==> src/rtl/uart_rx_frame_pkg.sv <==
// Shared UART receive constants: generator mode encoding, frame geometry and FSM states.
package uart_rx_frame_pkg;

  localparam logic IDLE_MODE = 1'b0;
  localparam logic BUSY_MODE = 1'b1;

  localparam int unsigned DATA_BITS  = 8;
  localparam int unsigned STOP_INDEX = 8;
  localparam int unsigned BITCNT_W   = 4;

  // State encoding doubles as the STATE value seen by the baud-rate generator
  typedef enum logic {
    ST_IDLE = IDLE_MODE,
    ST_BUSY = BUSY_MODE
  } rx_state_e;

endpackage

==> src/rtl/uart_rx_sync.sv <==
// Metastability synchroniser for the raw RX line; resets to the idle (high) level.
module uart_rx_sync #(
  parameter int unsigned STAGES = 2
) (
  input  logic CLK,
  input  logic RESET,
  input  logic rx,
  output logic rx_sync
);

  logic [STAGES-1:0] chain;

  always_ff @(posedge CLK or posedge RESET) begin
    if (RESET) begin
      chain <= '1;
    end else begin
      chain <= {chain[STAGES-2:0], rx};
    end
  end

  assign rx_sync = chain[STAGES-1];

endmodule

==> src/rtl/uart_rx_frame.sv <==
// UART receive frame controller: samples 8N1 frames on generator strobes and
// presents bytes on a VALID/READY port with framing-error and overrun flags.
module uart_rx_frame
  import uart_rx_frame_pkg::*;
#(
  parameter int unsigned SYNC_STAGES = 2,
  parameter int unsigned DATA_BITS   = uart_rx_frame_pkg::DATA_BITS
) (
  input  logic                 CLK,
  input  logic                 RESET,
  input  logic                 RX,
  input  logic                 BCLK,
  input  logic                 BREAK,
  output logic                 STATE,
  output logic                 START,
  output logic [DATA_BITS-1:0] DATA,
  output logic                 VALID,
  input  logic                 READY,
  output logic                 FERR,
  output logic                 OVERRUN
);

  rx_state_e            state, state_n;
  logic [BITCNT_W-1:0]  bitcnt, bitcnt_n;
  logic [DATA_BITS-1:0] shift, shift_n;
  logic                 stopbit, stopbit_n;
  logic                 stop_seen, stop_seen_n;
  logic [DATA_BITS-1:0] data_q, data_n;
  logic                 valid_q, valid_n;
  logic                 ferr_q, ferr_n;
  logic                 overrun_q, overrun_n;
  logic                 start;
  logic                 load;
  logic                 accept;

  uart_rx_sync #(
    .STAGES (SYNC_STAGES)
  ) u_sync (
    .CLK     (CLK),
    .RESET   (RESET),
    .rx      (RX),
    .rx_sync (start)
  );

  always_ff @(posedge CLK or posedge RESET) begin
    if (RESET) begin
      state     <= ST_IDLE;
      bitcnt    <= '0;
      shift     <= '0;
      stopbit   <= 1'b0;
      stop_seen <= 1'b0;
      data_q    <= '0;
      valid_q   <= 1'b0;
      ferr_q    <= 1'b0;
      overrun_q <= 1'b0;
    end else begin
      state     <= state_n;
      bitcnt    <= bitcnt_n;
      shift     <= shift_n;
      stopbit   <= stopbit_n;
      stop_seen <= stop_seen_n;
      data_q    <= data_n;
      valid_q   <= valid_n;
      ferr_q    <= ferr_n;
      overrun_q <= overrun_n;
    end
  end

  always_comb begin
    state_n     = state;
    bitcnt_n    = bitcnt;
    shift_n     = shift;
    stopbit_n   = stopbit;
    stop_seen_n = stop_seen;
    data_n      = data_q;
    valid_n     = valid_q;
    ferr_n      = 1'b0;
    overrun_n   = overrun_q;
    load        = 1'b0;
    accept      = valid_q && READY;

    case (state)
      ST_IDLE: begin
        // A BCLK with the line high is a glitch that did not last to mid start bit
        if (BCLK && !start) begin
          state_n     = ST_BUSY;
          bitcnt_n    = '0;
          stop_seen_n = 1'b0;
        end
      end
      ST_BUSY: begin
        if (BCLK) begin
          if (bitcnt < BITCNT_W'(STOP_INDEX)) begin
            shift_n  = {start, shift[DATA_BITS-1:1]};
            bitcnt_n = bitcnt + BITCNT_W'(1);
          end else if (!stop_seen) begin
            stopbit_n   = start;
            stop_seen_n = 1'b1;
          end
        end
        // Frame resolves on the BREAK edge; a short frame counts as a framing error
        if (BREAK) begin
          state_n = ST_IDLE;
          if (bitcnt < BITCNT_W'(STOP_INDEX) || !stopbit) begin
            ferr_n = 1'b1;
          end else if (!valid_q || READY) begin
            data_n  = shift;
            valid_n = 1'b1;
            load    = 1'b1;
          end else begin
            overrun_n = 1'b1;
          end
        end
      end
      default: state_n = ST_IDLE;
    endcase

    if (accept) begin
      overrun_n = 1'b0;
      if (!load) begin
        valid_n = 1'b0;
      end
    end
  end

  assign STATE   = logic'(state);
  assign START   = start;
  assign DATA    = data_q;
  assign VALID   = valid_q;
  assign FERR    = ferr_q;
  assign OVERRUN = overrun_q;

endmodule

==> config.mk <==
export PLATFORM = sky130hd
export DESIGN_NAME = uart_rx_frame
export DESIGN_NICKNAME = d
export VERILOG_FILES = /design/src/rtl/uart_rx_frame_pkg.sv /design/src/rtl/uart_rx_sync.sv /design/src/rtl/uart_rx_frame.sv
export SDC_FILE = /design/constraint.sdc
export NUM_CORES = 1
export LEC_CHECK = 0
export ABC_CLOCK_PERIOD_IN_PS = 3500
export CORE_ASPECT_RATIO = 1.1
export CORE_MARGIN = 5
export CORE_UTILIZATION = 25
export CTS_CLUSTER_SIZE = 16
export DETAILED_ROUTE_END_ITERATION = 8
export PLACE_DENSITY_LB_ADDON = 0.25
export SLEW_MARGIN = 20
export SYNTH_ARGS = -nofsm -noshare
export SYNTH_HDL_FRONTEND = slang
export SYNTH_HIERARCHICAL = 1
export SYNTH_SLANG_ARGS = --single-unit
==> constraint.sdc <==
create_clock -name CLK -period 3.5 [get_ports CLK]
set_input_delay 0.7 -clock CLK [delete_from_list [all_inputs] [get_ports CLK]]
set_output_delay 0.7 -clock CLK [all_outputs]
set_load 0.01 [all_outputs]
==> results.md <==
- The detailed-routed wire length on met3 is roughly 110 microns.
- Walking the worst path, the cells encountered are clkdlybuf4s50_1.
- The remaining max-slew budget at the tightest pin is between 30 and 40%.
- The diode insertion count for antenna repair is 0.
- Averaged over all synthesized cells, the footprint is roughly 13 sq um.
- The number of global-route vias before repair is 744.
- Once the clock tree was built, the setup fixing pass inserted 0 buffers.
- The arrival time at the worst endpoint is 1.55 ns.
- The time the final worst path needs with I/O delays and setup is 2.25 ns.
- The number of DRC markers after the initial detailed-route iteration is 20.
- The number of rows created at floorplan is 26.
- The count of buffers from port buffering is 18.
- The library cell used most frequently in the layout, excluding fill and tap cells, is dfrtp_1.
- The layout overhead on the synthesized area is 24.3%.
- The sum of overflow across all layers after global routing is 0.
- The worst register-to-register path ends at DATA[3].
- The leakage power is 0.650 nW.
- The clock passes through at most 2 buffers.
- The gate count of the mapped netlist is 86.
- The startpoint identified for the worst register-to-register timing path is STATE.
- For hold timing, the worst endpoint is u_sync/chain[1].
- The residual DRC count is 0.
- The number of buffer and inverter stages on the critical path is 1.
- TritonCTS built the clock tree.
- 19 I/O pins were placed.
- The proportion of layout cells with a drive suffix above 1 is a little under a quarter.
- The class of the tightest hold or removal check is flop to flop.
- The startpoint identified for the worst hold timing path is u_sync/chain[0].
- In the final routed layout, each cell accounts on average for 12.1 microns.
- The total count of max-transition violations in the final report came to 0.
- The placed standard-cell area is around 0.0014 sq mm.
- The post-cts hold buffer count is 0.
- STA classifies the critical path endpoint as a primary output.
- The cell at the slowest stage of the critical path is dfrtp_1.
- The run finished with clean final reports.
- The largest fanout on the critical path is 12.
- Dividing total power by cell area gives a power density of between 400 and 500 mW/mm^2.
- Max-cap violations in this run came to 0.
- The number of fill cells is ~460.
- The kind of start point of the critical path is a flop.
- The final number of hold-violating endpoints is 0.
- The clock sink count is 28.
- The synthesized area is approximately 0.0012 sq mm.
- For this run, the total global-route usage over all layers was measured as under 10%.
- In this run the number of H-tree levels came out at 1.
- The slew at the pin with the worst max-slew slack is roughly 0.95 ns.
- The first global-routing pass estimated about 3400 microns of wire.
- The synthesized design contains 28 register bits.
- After detailed routing, the met2 layer carries approximately 860 microns of wire.
- Routed signal wires occupy layers up through met4.
- In this run the horizontal extent of the chip is ~75 microns.
- The share of the Yosys chip area taken by registers is between 60% and 70%.
- The via-per-instance ratio is between 4 and 5.
- The post-CTS resize count is 0.
- For this run, the top clock speed supported by timing is 445 MHz.
- The initial antenna violation count is 0.
- The cell class contributing the biggest share of worst-path delay is flip-flops.
- The delay of the slowest cell on the worst path is ~0.65 ns.
- For the worst setup path, the data required time is around 2.8 ns.
- The final RePlAce weighted congestion is 0.720.
- The placeable core area is roughly 0.0046 sq mm.
- At the later pin of the worst-skew pair, clock insertion delay measures around 0.27 ns.
- The post-synthesis net count is 93.
- The final critical-path share of the clock period is between 60% and 70%.
- After routing, the total negative slack on setup checks comes to 0 ns.
- In this run the clock root is driven by a clkbuf_8.
- After detailed routing, the wire length on met1 is 946 microns.
- Across the routed clock network, the largest skew measured is 0.00369 ns.
- The number of setup violations in the final report is 0.
- Entering global routing, the biggest net connects 27 pins.
- The synthesized netlist contains 23 unique library cells.
- The die span in y is just over 80 microns.
- The length in cells of the worst reg-to-reg path is 3.
- The iteration count of the initial detailed-routing pass is 4.
- The worst register-to-register path has a setup slack of approximately 1.9 ns.
- Detailed placement finished with a half-perimeter wire length of between 1000 and 1500 microns.
- The initial utilization of the core area, before any placement, comes to between 20% and 30%.
- The final wirelength is 1950 microns.
- IR analysis of the VDD net gives a maximum drop of 127 uV.
- Setup repair after global routing left no endpoint under its margin.
- Leaving out fill and tap cells, the most frequent cells in the layout are dfrtp_1 (26), clkdlybuf4s50_1 (18), mux2_2 (16).
- Summing all non-filler instances in the final layout gives an area of around 0.0014 sq mm.
- The clock transition at the register clock pins on the worst setup and hold paths after CTS is around 0.090 ns.
- In this run the remaining antenna-violating nets after routing total 0.
- The critical setup path kind is flop to primary output.
- Clock tree synthesis inserted a total of 3 buffers.
- The number of synthesis warnings is 6.
- The number of cells traversed by the worst hold path is 0.
- The total number of vias is approximately 670.
- The net total in the final layout is approximately 110.
- The area of the die is about 0.0061 sq mm.
cells by family after synthesis:
kind of cell,synth area share [%]
compound gates,9.49
fa+ha+maj,1.08
buf+inv,3.99
flops,60.6
mux,16.4
simple gates,8.41
final cells by class:
class / count / area [sq um] / share of cell area [%]
Clock buffer: 4 / 55.1 / 3.82
Inverter: 6 / 22.5 / 1.56
Multi-Input combinational cell: 49 / 410 / 28.5
Sequential cell: 28 / 703 / 48.8
Tap cell: 56 / 70.1 / 4.86
Timing Repair Buffer: 18 / 180 / 12.5
flip-flops by register name, summed over array words and instances, names as in the netlist, 2 cells and up:
signal	cells
DATA	8
bitcnt	4
shift	8
u_sync/chain	2
metrics by stage:
step | std cells | worst slack, ns | power (mW) | hold WS [ns] | utilization [%]
detailed placement | 157 | 1.29 | 0.527 | 0.348 | 30.2
global route | 161 | 1.19 | 0.756 | 0.364 | 31.4
CTS | 161 | 1.24 | 0.725 | 0.362 | 31.4
global placement | 157 | 1.31 | 0.520 | 0.346 | 30.2
floorplan | 86 | 1.99 | 0.492 | 0.345 | -
finish | 161 | 1.25 | 0.713 | 0.361 | 31.4
layer usage:
| metal | up-vias | GRT usage [%] |
|---|---|---|
| met1 | 319 | 9.48 |
| li1 | 335 | - |
| met3 | 2 | 1.84 |
| met2 | 16 | 11.0 |
| met5 | - | 0 |
| met4 | 0 | 3.74 |
cells in the mapped netlist:
master,n,area [sq um]
dfrtp_1,26,651
mux2_2,16,180
inv_1,6,22.5
o21ai_0,6,30.0
nand2_1,5,18.8
a21oi_1,4,20.0
a22o_1,3,26.3
nor2_1,3,11.3
dfstp_2,2,52.6
nand2b_1,2,12.5
a21oi_4,1,16.3
a2bb2oi_1,1,8.76
a41oi_1,1,8.76
and2b_1,1,7.51
buf_4,1,7.51
buf_6,1,11.3
clkbuf_2,1,5.00
ha_1,1,12.5
mux2i_1,1,10.0
nand3b_2,1,11.3
nand4_4,1,21.3
nand4b_1,1,8.76
nor2b_1,1,6.26
power by group:
part / total (mW) / internal, mW / leakage [nW] / switching (mW)
Clock: 0.197 / 0.101 / 0.0288 / 0.0963
Sequential: 0.421 / 0.377 / 0.369 / 0.0433
Combinational: 0.0955 / 0.0602 / 0.252 / 0.0353
how the worst max path moves through the flow:
stage / from / end / slack, ns / cells past startpoint
floorplan: BREAK / DATA[0] / 1.99 / 3
global placement: BREAK / DATA[6] / 1.31 / 4
detailed placement: BREAK / DATA[5] / 1.29 / 4
CTS: STATE / STATE / 1.24 / 1
global route: STATE / STATE / 1.19 / 1
finish: STATE / STATE / 1.25 / 1
Power figures use the tool's default switching activity.
